--- src/rtl/opb_bus_arbiter.sv ---
`timescale 1ns/1ps
`default_nettype none
// ============================================================================
// Module   : opb_bus_arbiter
// Purpose  : Two-master round-robin arbiter and sequencer for the OPB
//            address-decoder port. Issues one single-cycle decoder strobe per
//            transaction, waits out the decoder read latency, captures the
//            read data and returns a one-cycle ACK to the owning master.
// Ports    : OPB_CLK                  clock, rising edge
//            OPB_RST_N                synchronous reset, active-low
//            M0_* / M1_*              master request/ack/data (M0 = host
//                                     bridge, M1 = status poller)
//            DEC_ADDR/RE/WE/WDATA     decoder strobe interface (registered)
//            DEC_DO                   decoder read-data return
//            GRANT                    one-hot owner, 00 when idle
//            BUSY                     high whenever not idle
// Params   : RD_LATENCY               DEC_RE cycle to valid DEC_DO, 1..4
// Revision : 1.0 - initial release
// ============================================================================
module opb_bus_arbiter #(
    parameter int RD_LATENCY = 1
) (
    input  logic        OPB_CLK,
    input  logic        OPB_RST_N,

    input  logic        M0_REQ,
    input  logic        M0_WR,
    input  logic [31:0] M0_ADDR,
    input  logic [31:0] M0_WDATA,
    output logic        M0_ACK,
    output logic [31:0] M0_RDATA,

    input  logic        M1_REQ,
    input  logic        M1_WR,
    input  logic [31:0] M1_ADDR,
    input  logic [31:0] M1_WDATA,
    output logic        M1_ACK,
    output logic [31:0] M1_RDATA,

    output logic [31:0] DEC_ADDR,
    output logic        DEC_RE,
    output logic        DEC_WE,
    output logic [31:0] DEC_WDATA,
    input  logic [31:0] DEC_DO,

    output logic [1:0]  GRANT,
    output logic        BUSY
);

    typedef enum logic [1:0] {
        S_IDLE  = 2'd0,
        S_ISSUE = 2'd1,
        S_RWAIT = 2'd2,
        S_ACK   = 2'd3
    } state_t;

    // The counter runs RD_LATENCY-1 down to 0, one RWAIT cycle per count.
    localparam logic [1:0] C_CNT_LOAD = 2'(RD_LATENCY - 1);

    state_t      r_state;
    state_t      w_state_nxt;

    logic        r_wr;
    logic [1:0]  r_cnt;
    logic        r_last_m1;
    logic [1:0]  r_grant;
    logic        r_busy;
    logic [31:0] r_dec_addr;
    logic [31:0] r_dec_wdata;
    logic        r_dec_re;
    logic        r_dec_we;
    logic        r_m0_ack;
    logic        r_m1_ack;
    logic [31:0] r_m0_rdata;
    logic [31:0] r_m1_rdata;

    logic        w_req_any;
    logic        w_pick_m1;
    logic        w_sel_wr;
    logic [31:0] w_sel_addr;
    logic [31:0] w_sel_wdata;

    // M1 wins when it is the only requester, or on a tie when M0 was the
    // last master served. r_last_m1 resets to 1 so M0 wins the first tie.
    assign w_req_any   = M0_REQ | M1_REQ;
    assign w_pick_m1   = M1_REQ & (~M0_REQ | ~r_last_m1);
    assign w_sel_wr    = w_pick_m1 ? M1_WR    : M0_WR;
    assign w_sel_addr  = w_pick_m1 ? M1_ADDR  : M0_ADDR;
    assign w_sel_wdata = w_pick_m1 ? M1_WDATA : M0_WDATA;

    // ------------------------------------------------------------------
    // State register
    // ------------------------------------------------------------------
    always_ff @(posedge OPB_CLK) begin
        if (!OPB_RST_N) begin
            r_state <= S_IDLE;
        end else begin
            r_state <= w_state_nxt;
        end
    end

    // ------------------------------------------------------------------
    // Next-state logic
    // ------------------------------------------------------------------
    always_comb begin
        w_state_nxt = r_state;
        case (r_state)
            S_IDLE:  if (w_req_any) w_state_nxt = S_ISSUE;
            S_ISSUE: w_state_nxt = r_wr ? S_ACK : S_RWAIT;
            S_RWAIT: if (r_cnt == 2'd0) w_state_nxt = S_ACK;
            S_ACK:   w_state_nxt = S_IDLE;
            default: w_state_nxt = S_IDLE;
        endcase
    end

    // ------------------------------------------------------------------
    // Registered outputs and datapath. Every output is loaded on the edge
    // that enters the state in which it must be visible, so strobes and
    // ACK line up exactly with the ISSUE and ACK states.
    // ------------------------------------------------------------------
    always_ff @(posedge OPB_CLK) begin
        if (!OPB_RST_N) begin
            r_wr        <= 1'b0;
            r_cnt       <= 2'd0;
            r_last_m1   <= 1'b1;
            r_grant     <= 2'b00;
            r_busy      <= 1'b0;
            r_dec_addr  <= 32'd0;
            r_dec_wdata <= 32'd0;
            r_dec_re    <= 1'b0;
            r_dec_we    <= 1'b0;
            r_m0_ack    <= 1'b0;
            r_m1_ack    <= 1'b0;
            r_m0_rdata  <= 32'd0;
            r_m1_rdata  <= 32'd0;
        end else begin
            // Strobes and ACKs are single-cycle pulses by default.
            r_dec_re <= 1'b0;
            r_dec_we <= 1'b0;
            r_m0_ack <= 1'b0;
            r_m1_ack <= 1'b0;

            case (r_state)
                S_IDLE: begin
                    if (w_req_any) begin
                        // DEC_ADDR/DEC_WDATA double as the latched request,
                        // so later master-side changes are ignored.
                        r_grant     <= w_pick_m1 ? 2'b10 : 2'b01;
                        r_wr        <= w_sel_wr;
                        r_dec_addr  <= w_sel_addr;
                        r_dec_wdata <= w_sel_wdata;
                        r_dec_we    <= w_sel_wr;
                        r_dec_re    <= ~w_sel_wr;
                    end
                end
                S_ISSUE: begin
                    if (r_wr) begin
                        r_m0_ack <= r_grant[0];
                        r_m1_ack <= r_grant[1];
                    end else begin
                        r_cnt <= C_CNT_LOAD;
                    end
                end
                S_RWAIT: begin
                    if (r_cnt == 2'd0) begin
                        if (r_grant[1]) begin
                            r_m1_rdata <= DEC_DO;
                        end else begin
                            r_m0_rdata <= DEC_DO;
                        end
                        r_m0_ack <= r_grant[0];
                        r_m1_ack <= r_grant[1];
                    end else begin
                        r_cnt <= r_cnt - 2'd1;
                    end
                end
                S_ACK: begin
                    r_last_m1 <= r_grant[1];
                    r_grant   <= 2'b00;
                end
                default: ;
            endcase

            r_busy <= (w_state_nxt != S_IDLE);
        end
    end

    assign DEC_ADDR  = r_dec_addr;
    assign DEC_WDATA = r_dec_wdata;
    assign DEC_RE    = r_dec_re;
    assign DEC_WE    = r_dec_we;
    assign M0_ACK    = r_m0_ack;
    assign M1_ACK    = r_m1_ack;
    assign M0_RDATA  = r_m0_rdata;
    assign M1_RDATA  = r_m1_rdata;
    assign GRANT     = r_grant;
    assign BUSY      = r_busy;

endmodule
`default_nettype wire

--- config.mk ---
export PLATFORM = sky130hd
export DESIGN_NAME = opb_bus_arbiter
export DESIGN_NICKNAME = d
export VERILOG_FILES = /design/src/rtl/opb_bus_arbiter.sv
export SDC_FILE = /design/constraint.sdc
export NUM_CORES = 1
export LEC_CHECK = 0
export BUFFER_PORTS_ARGS = -buffer_cell sky130_fd_sc_hd__buf_4
export CAP_MARGIN = 20
export CORE_MARGIN = 10
export CORE_UTILIZATION = 24
export DETAILED_ROUTE_END_ITERATION = 8
export PLACE_DENSITY = 0.51
export SLEW_MARGIN = 10
export SYNTH_ARGS = -nofsm -noshare
export SYNTH_HDL_FRONTEND = slang
export SYNTH_SLANG_ARGS = --single-unit
--- constraint.sdc ---
create_clock -name OPB_CLK -period 3.5 [get_ports OPB_CLK]
set_clock_uncertainty 0.15 [all_clocks]
set_input_delay 0.35 -clock OPB_CLK [delete_from_list [all_inputs] [get_ports OPB_CLK]]
set_output_delay 0.35 -clock OPB_CLK [all_outputs]
set_load 0.05 [all_outputs]
* Word-level counts from Yosys, hierarchy flattened
Cells that the tools add are included.
** Operators by class
- Reduce and logical (&&, ||, !) cells :: 11
- Equal/unequal tests :: 6
- Add/sub/neg operators :: 1
- Multiplexer cells :: 19
- Bitwise gates (word level) :: 7
** Operator list (count)
- two-way mux 32 bit :: 2
- two-way mux 2 bit :: 6
- AND reduction 3 bit :: 4
- one-hot mux 2 bit (2 select lines) :: 2
- one-hot mux 2 bit (4 select lines) :: 1
- two-way mux 1 bit :: 6
- inequality test 2 bit (second input constant) :: 3
- nonzero test 2 bit :: 3
- == test 2 bit (second input constant) :: 2
- logical NOT 2 bit :: 2
- inverter 1 bit :: 4
- one-hot mux 1 bit (2 select lines) :: 2
- AND reduction 2 bit :: 2
- == test 2 x 1 -> 1 bit (second input constant) :: 1
- bitwise OR 1 bit :: 2
- subtractor 2 x 1 -> 2 bit (second input constant) :: 1
- AND 1 bit :: 1
** Storage, ports and cells
- Input port bits :: 166
- Output and inout bits :: 135
- Word-level logic and storage cells :: 58
- Register bits :: 141

* Logic depth before layout (Yosys ltp)
Gate-level depths: netlist (run 1).
- Depth after elaboration :: 6
- Depth in mapped cells :: 8
- Depth with buffers taken out :: 5

* Least setup slack after synthesis (run 1)
Ideal clock, no wire load.
- Path type :: reg-to-reg
- From :: reg r_state[0]
- To :: reg r_dec_addr[10], in the netlist DEC_ADDR[10]
- Path slack :: 1768 ps
- Library setup time :: 122 ps
- Arrival :: 1460 ps
- Cell stages (with the launch flop) :: 8
- Path buffers :: 2
- Period minus slack after synthesis :: 1732 ps
- Cell sequence :: dfxtp_1 > inv_1 > ha_1 > o21ai_2 > buf_4 > buf_6 > and3_1 > a221o_1
** On the way
- Cells in the longest elaborated chain, start to end :: 2
** Ends and longest elaborated chain
- start: declaration :: line 60 : state_t r_state;
- start signal: assignment :: line 98 : r_state <= w_state_nxt;
- logical NOT 2 bit :: line 143 : case (r_state)
- AND reduction 2 bit (no source line)
- end signal: assignment :: line 150 : r_dec_addr <= w_sel_addr;
- end: declaration :: line 68 : logic [31:0] r_dec_addr;
Every way passes these cells.
A chain may end at the register's enable or synchronous reset.

* Final worst setup path (run 1)
- From :: reg r_state[0]
- To :: reg r_dec_wdata[26], in the netlist DEC_WDATA[26]
** On the way
- Cells in the longest elaborated chain, start to end :: 2
** Ends and longest elaborated chain
- logical NOT 2 bit :: line 143
- AND reduction 2 bit (no source line)
- end signal: assignment :: line 151 : r_dec_wdata <= w_sel_wdata;
- end: declaration :: line 69 : logic [31:0] r_dec_wdata;
Every way passes these cells.

==> results.rst, run 1 <==
.. list-table::
   :header-rows: 1

   * - Metric
     - Value
   * - Outcome
     - complete, no violations
   * - Worst Path Max Fanout
     - 64
   * - Setup crit start kind
     - flop
   * - Most common library cell in the layout ignoring fill and taps
     - sky130_fd_sc_hd__buf_4
   * - Power per cell area
     - 713.2 nW/um^2
   * - Synth area leader
     - sky130_fd_sc_hd__dfxtp_1
   * - Placed wire-length estimate
     - between 15,000 and 20,000 um
   * - Total of flip-flops plus latches after synthesis
     - 141
   * - Final-report setup violation count
     - 0
   * - Number of clock buffers inserted by TritonCTS
     - 17
   * - All-Layer GR Usage
     - 14.99%
   * - DRC viols
     - 0
   * - Maximum number of pins on one net before global-route repair
     - 74
   * - Summed negative setup slack over all endpoints
     - 0 ns
   * - Worst Setup Path Type
     - reg2reg
   * - Post-CTS setup buffers
     - 0
   * - Number of nets with antenna violations after routing
     - 0
   * - Most frequent cells in the layout
     - sky130_fd_sc_hd__buf_4 (307), sky130_fd_sc_hd__dfxtp_1 (141), sky130_fd_sc_hd__nand2_1 (133)
   * - Endpoint class of the critical path
     - flop
   * - Post-detailed-route via-to-cell ratio
     - roughly 4.6
   * - TritonRoute pass-1 iters
     - 4
   * - LEAKAGE
     - 0.004498 uW
   * - Hold slack final
     - 0.01963 ns
   * - Fin crit share
     - 77.88%
   * - Area delta synth->final
     - 76.37%
   * - Min Tclk post-route
     - around 2.7 ns
   * - RSZ-0062 raised after global routing
     - no
   * - IO Count
     - ~300
   * - Max_cap viols
     - 0
   * - Violation count after the first detailed-routing iteration
     - roughly 360
   * - Post-synth cell types
     - 37
   * - Total of buffers placed on input and output ports
     - 300
   * - Count of instances resized after the clock tree is built
     - 0
   * - Warning count from the yosys run
     - 0
   * - Type of the tightest min-delay check
     - in2reg
   * - Worst Max-Slew Pin Slew
     - 0.7709 ns
   * - Initial antenna violation count
     - 0
   * - Data arrival time of the worst path
     - 2.93 ns
   * - Average wire per standard cell
     - 17.91 um
   * - Weighted congestion at the end of routability-driven global placement
     - 0.7161
   * - Proportion of synthesized chip area in sequential cells
     - 52.22%
   * - Clock tree from TritonCTS
     - built
   * - Main area contributors after synthesis
     - sky130_fd_sc_hd__dfxtp_1 (52%), sky130_fd_sc_hd__a221o_1 (11%), sky130_fd_sc_hd__nand2_1 (9.2%)
   * - Overflow after GRT
     - 0
   * - Clk sink count
     - ~140
   * - Total power consumption of the routed design
     - ~6800 uW
   * - Relative max-transition margin
     - about half
   * - # hold bufs at CTS
     - 118
   * - Routed vias
     - about 5,800
   * - Maximum vdd ir drop
     - 0.3043 mV
   * - Synth top area share
     - 52.22%
   * - Number of global-route vias before repair
     - 6,170
   * - Post-Synthesis Net Count
     - 740
   * - Largest stage delay, worst path
     - approximately 0.59 ns
   * - Pre-CTS worst setup slack
     - 1.178 ns
   * - Worst path required time
     - 3.70 ns
   * - Share of post-route cells with drive strength above 1
     - 35.79%
   * - Critical path, cell by cell
     - inv_1 -> ha_1 -> nand2_4 -> nor2b_4 -> buf_4 -> a221o_1 -> dlygate4sd3_1
   * - Average cell area after synthesis
     - 9.516 sq um
   * - Number of pins exceeding their max-slew limit in the final report
     - 0
   * - Cell at the slowest stage of the critical path
     - sky130_fd_sc_hd__buf_4
   * - Post-synthesis instance area
     - 5405 sq um
   * - Syn Inst Count
     - 568
   * - Std-Cell Core Area
     - 21,960 sq um
   * - CTS clk-pin slew, worst paths
     - 0.06 ns
   * - Nets
     - 1,135
   * - Total length of routed wires
     - 22,480 um
   * - Rows
     - 54
   * - Clk root buf
     - sky130_fd_sc_hd__clkbuf_16
   * - Fill cells
     - 2,161
   * - Die footprint
     - 28,920 sq um
   * - CTS H-Tree Depth
     - 4
   * - Latest clock arrival within the worst-skew pair
     - 0.41 ns
   * - Number of endpoints with negative hold slack in the final report
     - 0
   * - Total inserted antenna cells
     - 0
   * - Bufs on Longest Clock Path
     - 2
   * - Horizontal die dimension
     - 170.1 um
   * - Vert. Die Dim
     - 170.1 um
   * - Setup WS post-layout
     - just under 0.8 ns
   * - Wire length of the first global-routing pass
     - roughly 35,000 um
   * - Fmax
     - 366.9 MHz
   * - Effective utilization at floorplan
     - 24.62%
[cell type report]
cell class                      instances  area [sq um]  area share, %
Timing Repair Buffer                  427          3516          36.88
Clock buffer                           18         439.2          4.607
Sequential cell                       141          2823          29.61
Tap cell                              280         350.3          3.675
Multi-Input combinational cell        371          2246          23.56
Inverter                                5         18.77         0.1969
Clock inverter                         13         140.1          1.470
[Yosys cell counts]
cell type	instances
sky130_fd_sc_hd__nand3_1	2
sky130_fd_sc_hd__nand3b_1	2
sky130_fd_sc_hd__a221o_2	4
sky130_fd_sc_hd__nand2b_1	1
sky130_fd_sc_hd__inv_1	4
sky130_fd_sc_hd__inv_2	1
sky130_fd_sc_hd__nor2b_1	3
sky130_fd_sc_hd__nor2_1	4
sky130_fd_sc_hd__nor3b_2	1
sky130_fd_sc_hd__o21ai_0	1
sky130_fd_sc_hd__buf_8	6
sky130_fd_sc_hd__a21boi_2	1
sky130_fd_sc_hd__a22oi_1	1
sky130_fd_sc_hd__a21oi_1	67
sky130_fd_sc_hd__nor3_1	1
sky130_fd_sc_hd__nand2_4	1
sky130_fd_sc_hd__buf_12	1
sky130_fd_sc_hd__clkbuf_1	23
sky130_fd_sc_hd__nand2_1	133
sky130_fd_sc_hd__dfxtp_1	141
sky130_fd_sc_hd__o22ai_1	1
sky130_fd_sc_hd__buf_6	4
sky130_fd_sc_hd__and3b_1	1
sky130_fd_sc_hd__buf_2	15
sky130_fd_sc_hd__nor2b_4	1
sky130_fd_sc_hd__buf_4	2
sky130_fd_sc_hd__a32oi_1	1
sky130_fd_sc_hd__mux2i_1	4
sky130_fd_sc_hd__and2_1	3
sky130_fd_sc_hd__o21ai_2	1
sky130_fd_sc_hd__nor3b_1	1
sky130_fd_sc_hd__ha_1	6
sky130_fd_sc_hd__and3_1	65
sky130_fd_sc_hd__a221o_1	60
sky130_fd_sc_hd__o32ai_1	1
sky130_fd_sc_hd__o21a_1	3
sky130_fd_sc_hd__o31a_1	1
[critical path: cells and delay by family, from the launching register on]
| kind | cells | cell delay (ns) |
|---|---|---|
| AO/OA/AOI/OAI | 1 | 0.26 |
| flip-flops | 1 | 0.34 |
| adder cells (fa/ha/maj) | 1 | 0.33 |
| buffers and inverters | 3 | 1.27 |
| AND/OR/NAND/NOR | 2 | 0.25 |
[stage by stage]
stage                     utilization (%)  std cells  instance area [sq um]
final                               43.41       1255                   9533
after global routing                43.41       1255                   9533
after CTS                           43.37       1254                   9523
after detailed placement            35.35       1105                   7762
after global placement              35.35       1105                   7762
after floorplan                         -        568                   5405
[where the power goes]
part           total (uW)  switching [uW]  internal [uW]
sequential           2090             168           1920
combinational        2900            1820           1080
clock                1810             744           1070
total                6800            2730           4070
[kinds of logic after synthesis]
| kind of cell | synth area share [%] |
|---|---|
| and+or+nand+nor | 19.40 |
| AOI/OAI and AO/OA | 19.77 |
| DFF | 52.22 |
| buffers and inverters | 6.481 |
| adders and majority gates | 1.389 |
| muxes | 0.7408 |
[worst paths after layout]
check | start | end | slack [ns] | depth (start not counted)
max | r_state[0] | DEC_WDATA[26] | 0.77 | 7
min | M0_WDATA[24] | DEC_WDATA[24] | 0.02 | 2
max reg2reg | r_state[0] | DEC_WDATA[26] | 0.77 | 7
min reg2reg | M1_RDATA[22] | M1_RDATA[22] | 0.30 | 2
[state kept, by name, indices dropped and copies added (netlist names)]
register and count:
BUSY 1, DEC_ADDR 32, DEC_RE 1, DEC_WDATA 32, DEC_WE 1, GRANT 2
M0_ACK 1, M0_RDATA 32, M1_ACK 1, M1_RDATA 32, r_cnt 2, r_last_m1 1
r_state 2, r_wr 1
[metal layers]
metal / wire length (um) / vias to the layer above / track usage [%] / share of wire, %
met5: 0 / - / 0 / 0
met4: 219 / 0 / 3.547 / 0.97
met3: 2581 / 18 / 7.705 / 11
met2: 10200 / 249 / 23.34 / 45
met1: 9471 / 2671 / 17.97 / 42
li1: - / 2820 / - / -
Power figures use the tool's default switching activity.
==> inputs of run 2 (changes only) <==
PLACE_DENSITY = 0.52   (was 0.51)
clock period = 2.2 ns   (was 3.5 ns; I/O delays follow)
==> results.rst, run 2 (synthesized netlist as in run 1, its figures left out) <==
.. list-table::
   :header-rows: 1

   * - Metric
     - Value
   * - All-Layer GR Usage
     - 15.37% (+0.38 points)
   * - Clock tree from TritonCTS
     - built
   * - Final-report setup violation count
     - 0 (unchanged)
   * - Most frequent cells in the layout
     - sky130_fd_sc_hd__buf_4 (310), sky130_fd_sc_hd__dlygate4sd3_1 (165), sky130_fd_sc_hd__dfxtp_1 (141)
   * - Post-CTS setup buffers
     - 0 (unchanged)
   * - Effective utilization at floorplan
     - 24.62% (unchanged)
   * - Critical path depth
     - 7 (unchanged)
   * - End-of-flow core utilization
     - 46.21% (+2.8 points)
   * - Initial antenna violation count
     - 1 (+1)
   * - TritonRoute pass-1 iters
     - 4 (unchanged)
   * - Worst path required time
     - 2.39 ns (-1.31 ns)
   * - Outcome
     - complete, no violations
   * - Critical path, cell by cell
     - dlygate4sd3_1 -> buf_4 -> a21boi_4 -> buf_4 -> mux2i_1 -> dlygate4sd3_1 -> nor3b_1
   * - Total length of routed wires
     - 23,220 um (+3.3%)
   * - Setup slack of the most critical reg-to-reg path
     - 0.29 ns (-0.48 ns)
   * - Cell at the slowest stage of the critical path
     - sky130_fd_sc_hd__dlygate4sd3_1
   * - Bufs on Longest Clock Path
     - 2 (unchanged)
   * - Clk root buf
     - sky130_fd_sc_hd__clkbuf_16
   * - Worst Path Max Fanout
     - 6 (-91%)
   * - Max_cap viols
     - 0 (unchanged)
   * - Latest clock arrival within the worst-skew pair
     - 0.41 ns (about the same)
   * - Worst Setup Path Type
     - in2reg
   * - Number of nets with antenna violations after routing
     - 0 (unchanged)
   * - Total of buffers placed on input and output ports
     - 300 (unchanged)
   * - Nets
     - 1,191 (+4.9%)
   * - Type of the tightest min-delay check
     - in2reg
   * - Summed negative setup slack over all endpoints
     - 0 ns (unchanged)
   * - Data arrival time of the worst path
     - 2.27 ns (-0.66 ns)
   * - CTS H-Tree Depth
     - 4 (unchanged)
   * - Clk sink count
     - 141 (unchanged)
   * - Hold wc startpoint
     - OPB_RST_N
   * - Fmax
     - 481.2 MHz
   * - Overflow after GRT
     - 0 (unchanged)
   * - Horizontal die dimension
     - 170.1 um (unchanged)
   * - Std-Cell Core Area
     - 21,960 sq um (unchanged)
   * - Endpoint of the worst register-to-register path
     - DEC_WDATA[18]
   * - Post-detailed-route via-to-cell ratio
     - 4.617 (+0.63%)
   * - Number of endpoints with negative hold slack in the final report
     - 0 (unchanged)
   * - Hold path cells
     - 4 (+2)
   * - Largest delay contributor family on the critical path
     - buffers and inverters
   * - Area delta synth->final
     - 87.71%
   * - Routed vias
     - 6,062 (+5.3%)
   * - DRC viols
     - 0 (unchanged)
   * - Setup WS post-layout
     - 0.1219 ns (-0.6524 ns)
   * - Min Tclk post-route
     - roughly 2.1 ns
   * - Fill cells
     - 2,050 (-5.1%)
   * - Largest stage delay, worst path
     - 0.59 ns (about the same)
   * - Violation count after the first detailed-routing iteration
     - 365 (+2.2%)
   * - Die footprint
     - 28,920 sq um (unchanged)
   * - Endpoint class of the critical path
     - flop
   * - IO Count
     - 301 (unchanged)
   * - Vert. Die Dim
     - 170.1 um (unchanged)
   * - Placed wire-length estimate
     - 15,320 um (+1.2%)
   * - Worst Max-Slew Pin Slew
     - 0.8704 ns (+0.09953 ns)
   * - Number of global-route vias before repair
     - 6,519 (+5.7%)
   * - Rows
     - 54 (unchanged)
   * - Fin crit share
     - 94.46%
   * - RSZ-0062 raised after global routing
     - no
   * - Share of post-route cells with drive strength above 1
     - 34.79% (-1.0 points)
   * - LEAKAGE
     - 0.004655 uW (+3.5%)
   * - Number of pins exceeding their max-slew limit in the final report
     - 0 (unchanged)
   * - Weighted congestion at the end of routability-driven global placement
     - 0.7791 (+8.8%)
   * - Maximum vdd ir drop
     - 0.6120 mV (+100%)
   * - FF-to-FF path depth
     - 7 (unchanged)
   * - Average wire per standard cell
     - 17.69 um (-1.2%)
   * - Launching point of the worst reg2reg path
     - r_state[1]
   * - CTS clk-pin slew, worst paths
     - 0.06 ns (about the same)
   * - Maximum number of pins on one net before global-route repair
     - 73 (-1.4%)
   * - Power per cell area
     - 1054 nW/um^2 (+48%)
   * - Pre-CTS worst setup slack
     - 0.06122 ns (-1.117 ns)
   * - Relative max-transition margin
     - 41.71% (-6.9 points)
   * - Setup crit start kind
     - input port
   * - Number of clock buffers inserted by TritonCTS
     - 17 (unchanged)
   * - Wire length of the first global-routing pass
     - 35,700 um (+3.0%)
   * - Number of buffers and inverters on the critical path
     - 4 (+1)
   * - Hold worst-path end
     - DEC_RE
   * - Most common library cell in the layout ignoring fill and taps
     - sky130_fd_sc_hd__buf_4
run 2: tightest hold or removal path, stage by stage:
cell and delay [ns]:
sky130_fd_sc_hd__buf_4 0.13, sky130_fd_sc_hd__nand2_4 0.09, sky130_fd_sc_hd__buf_4 0.13, sky130_fd_sc_hd__nor3b_1 0.05
run 2: area by class of cell:
type                            count  area [sq um]  share of cell area [%]
Clock buffer                       20         456.7                   4.501
Clock inverter                     12         113.9                   1.122
Multi-Input combinational cell    372          2262                   22.30
Inverter                            5         18.77                  0.1850
Tap cell                          280         350.3                   3.453
Antenna cell                        1         2.502                 0.02466
Sequential cell                   141          2823                   27.82
Timing Repair Buffer              482          4119                   40.60
run 2: worst max path at each step:
stage                           from  slack, ns       endpoint
after floorplan           r_state[0]       0.47   DEC_ADDR[10]
after global placement    r_state[1]       0.09  DEC_WDATA[22]
after detailed placement  r_state[1]       0.06  DEC_WDATA[22]
after CTS                     M0_REQ       0.05  DEC_WDATA[22]
after global routing          M0_REQ      0.009         DEC_RE
final                         M0_REQ       0.12         DEC_RE
run 2: layer usage:
layer | routed length, um | vias up | GRT usage (%)
met5 | 0 | - | 0
met4 | 385 | 0 | 4.462
met3 | 2476 | 27 | 7.797
met2 | 10290 | 276 | 23.74
met1 | 10070 | 2821 | 18.33
li1 | - | 2938 | -
run 2: what timing repair did:
| item | CTS | global route |
|---|---|---|
| hold buffers | 165 | 0 |
| endpoints found under the hold margin | 131 | 0 |
| resized for setup | 0 | 1 |
| setup endpoints to repair | 0 | 24 |
run 2: where the power goes:
group          switching (uW)  internal (uW)
combinational            2920           1650
sequential                263           3060
clock                    1180           1620
total                    4370           6330
run 2: stage by stage:
step	cell area (sq um)	power (uW)	cells	hold WS (ns)
2_1_floorplan	5405	6207	568	0.2060
3_3_place_gp	7905	7693	1114	0.2926
3_5_place_dp	7905	7686	1114	0.2963
4_1_cts	10130	10780	1311	0.05962
5_1_grt	10150	11240	1313	0.09826
6_report	10150	10690	1313	0.1004
==> inputs of run 3 (changes only) <==
PLACE_DENSITY = 0.51   (was 0.52)
RECOVER_POWER = 50   (was not set)
clock period = 2.6 ns   (was 2.2 ns; I/O delays follow)
==> results.rst, run 3 (synthesized netlist as in run 1, its figures left out) <==
.. list-table::
   :header-rows: 1

   * - Metric
     - Value
   * - Number of endpoints with negative hold slack in the final report
     - 0 (unchanged)
   * - Post-detailed-route via-to-cell ratio
     - 4.563 (-1.2%)
   * - Placed cell area
     - 7790 sq um (-1.5%)
   * - TritonRoute pass-1 iters
     - 4 (unchanged)
   * - CTS clk-pin slew, worst paths
     - 0.06 ns (about the same)
   * - Min Tclk post-route
     - 2.476 ns
   * - Placed wire-length estimate
     - 15,190 um (-0.86%)
   * - Relative max-transition margin
     - 54.20% (+12 points)
   * - Latest clock arrival within the worst-skew pair
     - 0.41 ns (about the same)
   * - IO Count
     - 301 (unchanged)
   * - Setup crit start kind
     - flop
   * - Rows
     - 54 (unchanged)
   * - Total of buffers placed on input and output ports
     - 300 (unchanged)
   * - Routed vias
     - 5,932 (-2.1%)
   * - Power per cell area
     - 938.0 nW/um^2 (-11%)
   * - Outcome
     - complete, no violations
   * - RSZ-0062 raised after global routing
     - no
   * - All-Layer GR Usage
     - 14.89% (-0.48 points)
   * - Maximum vdd ir drop
     - 0.4304 mV (-30%)
   * - LEAKAGE
     - 0.004139 uW (-11%)
   * - Fmax
     - 403.8 MHz
   * - Bufs on Longest Clock Path
     - 2 (unchanged)
   * - Horizontal die dimension
     - 170.1 um (unchanged)
   * - Clock tree from TritonCTS
     - built
   * - Clk root buf
     - sky130_fd_sc_hd__clkbuf_16
   * - Worst path required time
     - 2.74 ns (+0.35 ns)
   * - Worst Setup Path Type
     - reg2reg
   * - Weighted congestion at the end of routability-driven global placement
     - 0.7361 (-5.5%)
   * - Most common library cell in the layout ignoring fill and taps
     - sky130_fd_sc_hd__buf_4
   * - Overflow after GRT
     - 0 (unchanged)
   * - Type of the tightest min-delay check
     - in2reg
   * - Non-Filler Cell Area, Final
     - 9488 sq um (-6.5%)
   * - Number of clock buffers inserted by TritonCTS
     - 17 (unchanged)
   * - Total length of routed wires
     - 22,590 um (-2.7%)
   * - Endpoint class of the critical path
     - flop
   * - Wire length of the first global-routing pass
     - 34,570 um (-3.2%)
   * - Number of nets with antenna violations after routing
     - 0 (unchanged)
   * - Final-report setup violation count
     - 0 (unchanged)
   * - Total inserted antenna cells
     - 0 (-1)
   * - Initial antenna violation count
     - 0 (-1)
   * - Vert. Die Dim
     - 170.1 um (unchanged)
   * - Worst Path Max Fanout
     - 64 (+58)
   * - Area delta synth->final
     - 75.53%
   * - DRC viols
     - 0 (unchanged)
   * - Data arrival time of the worst path
     - 2.62 ns (+0.35 ns)
   * - Summed negative setup slack over all endpoints
     - 0 ns (unchanged)
   * - Number of pins exceeding their max-slew limit in the final report
     - 0 (unchanged)
   * - Worst Max-Slew Pin Slew
     - 0.6899 ns (-0.1805 ns)
   * - Max_cap viols
     - 0 (unchanged)
   * - Fin crit share
     - 95.24%
   * - Violation count after the first detailed-routing iteration
     - 379 (+3.8%)
   * - CTS H-Tree Depth
     - 4 (unchanged)
   * - Clk sink count
     - 141 (unchanged)
   * - Hold path cells
     - 3 (-1)
   * - Most frequent cells in the layout
     - sky130_fd_sc_hd__buf_4 (174), sky130_fd_sc_hd__dlygate4sd3_1 (161), sky130_fd_sc_hd__dfxtp_1 (141)
   * - Share of post-route cells with drive strength above 1
     - 21.27% (-14 points)
   * - Std-Cell Core Area
     - 21,960 sq um (unchanged)
   * - FF-to-FF path depth
     - 7 (unchanged)
   * - Die footprint
     - 28,920 sq um (unchanged)
   * - Average wire per standard cell
     - 17.37 um (-1.8%)
   * - Maximum number of pins on one net before global-route repair
     - 65 (-11%)
   * - Effective utilization at floorplan
     - 24.62% (unchanged)
   * - End-of-flow core utilization
     - 43.21% (-3.0 points)
   * - Nets
     - 1,179 (-1.0%)
   * - Number of global-route vias before repair
     - 6,198 (-4.9%)
[run 3: through the flow]
stage	cells	hold WS (ns)	total power, uW	setup slack (ns)
6_report	1300	0.03541	8899	0.1238
5_1_grt	1300	0.02839	9354	0.06014
4_1_cts	1300	0.02520	9318	0.01513
3_5_place_dp	1107	0.2971	6383	0.5331
3_3_place_gp	1107	0.2929	6389	0.5750
2_1_floorplan	568	0.2460	5252	0.8683
[run 3: power breakdown]
part / internal [uW] / total, uW / switching, uW
combinational: 1200 / 3650 / 2450
sequential: 2590 / 2810 / 222
clock: 1450 / 2440 / 995
[run 3: cell type report]
type                       instances  area [sq um]
inverter                           5         18.77
multi-input combinational        371          2245
clock inverter                    12         136.4
clock buffer                      20         446.7
fill                            2174         12470
tap                              280         350.3
sequential                       141          2823
timing repair buffer             471          3468
[run 3: worst paths after layout]
kind                            slack [ns]    startpoint            end
worst min register to register        0.30  M1_RDATA[29]   M1_RDATA[29]
worst max register to register        0.12    r_state[0]  DEC_WDATA[26]
worst max-delay path                  0.12    r_state[0]  DEC_WDATA[26]
worst min-delay path                  0.04        M0_REQ       GRANT[0]
[run 3: timing repair]
item                                   CTS  global route
endpoints found under the hold margin  129             0
setup buffers                            0             0
setup endpoints to repair                0            59
resized for setup                        0             2
hold buffers                           161             0
[run 3: routing by layer]
layer,GRT usage (%),vias to the layer above,wire [um]
met5,0,-,0
met4,3.089,0,234
met3,8.075,20,2741
met2,23.65,278,10250
met1,17.38,2730,9361
li1,-,2904,-
[run 3: critical path, cell delays in order (launching register included)]
cell,delay (ns)
sky130_fd_sc_hd__dfxtp_1,0.34
sky130_fd_sc_hd__inv_1,0.14
sky130_fd_sc_hd__ha_2,0.28
sky130_fd_sc_hd__o21ai_4,0.09
sky130_fd_sc_hd__buf_6,0.21
sky130_fd_sc_hd__and3_1,0.26
sky130_fd_sc_hd__a221o_1,0.25
sky130_fd_sc_hd__dlygate4sd3_1,0.55
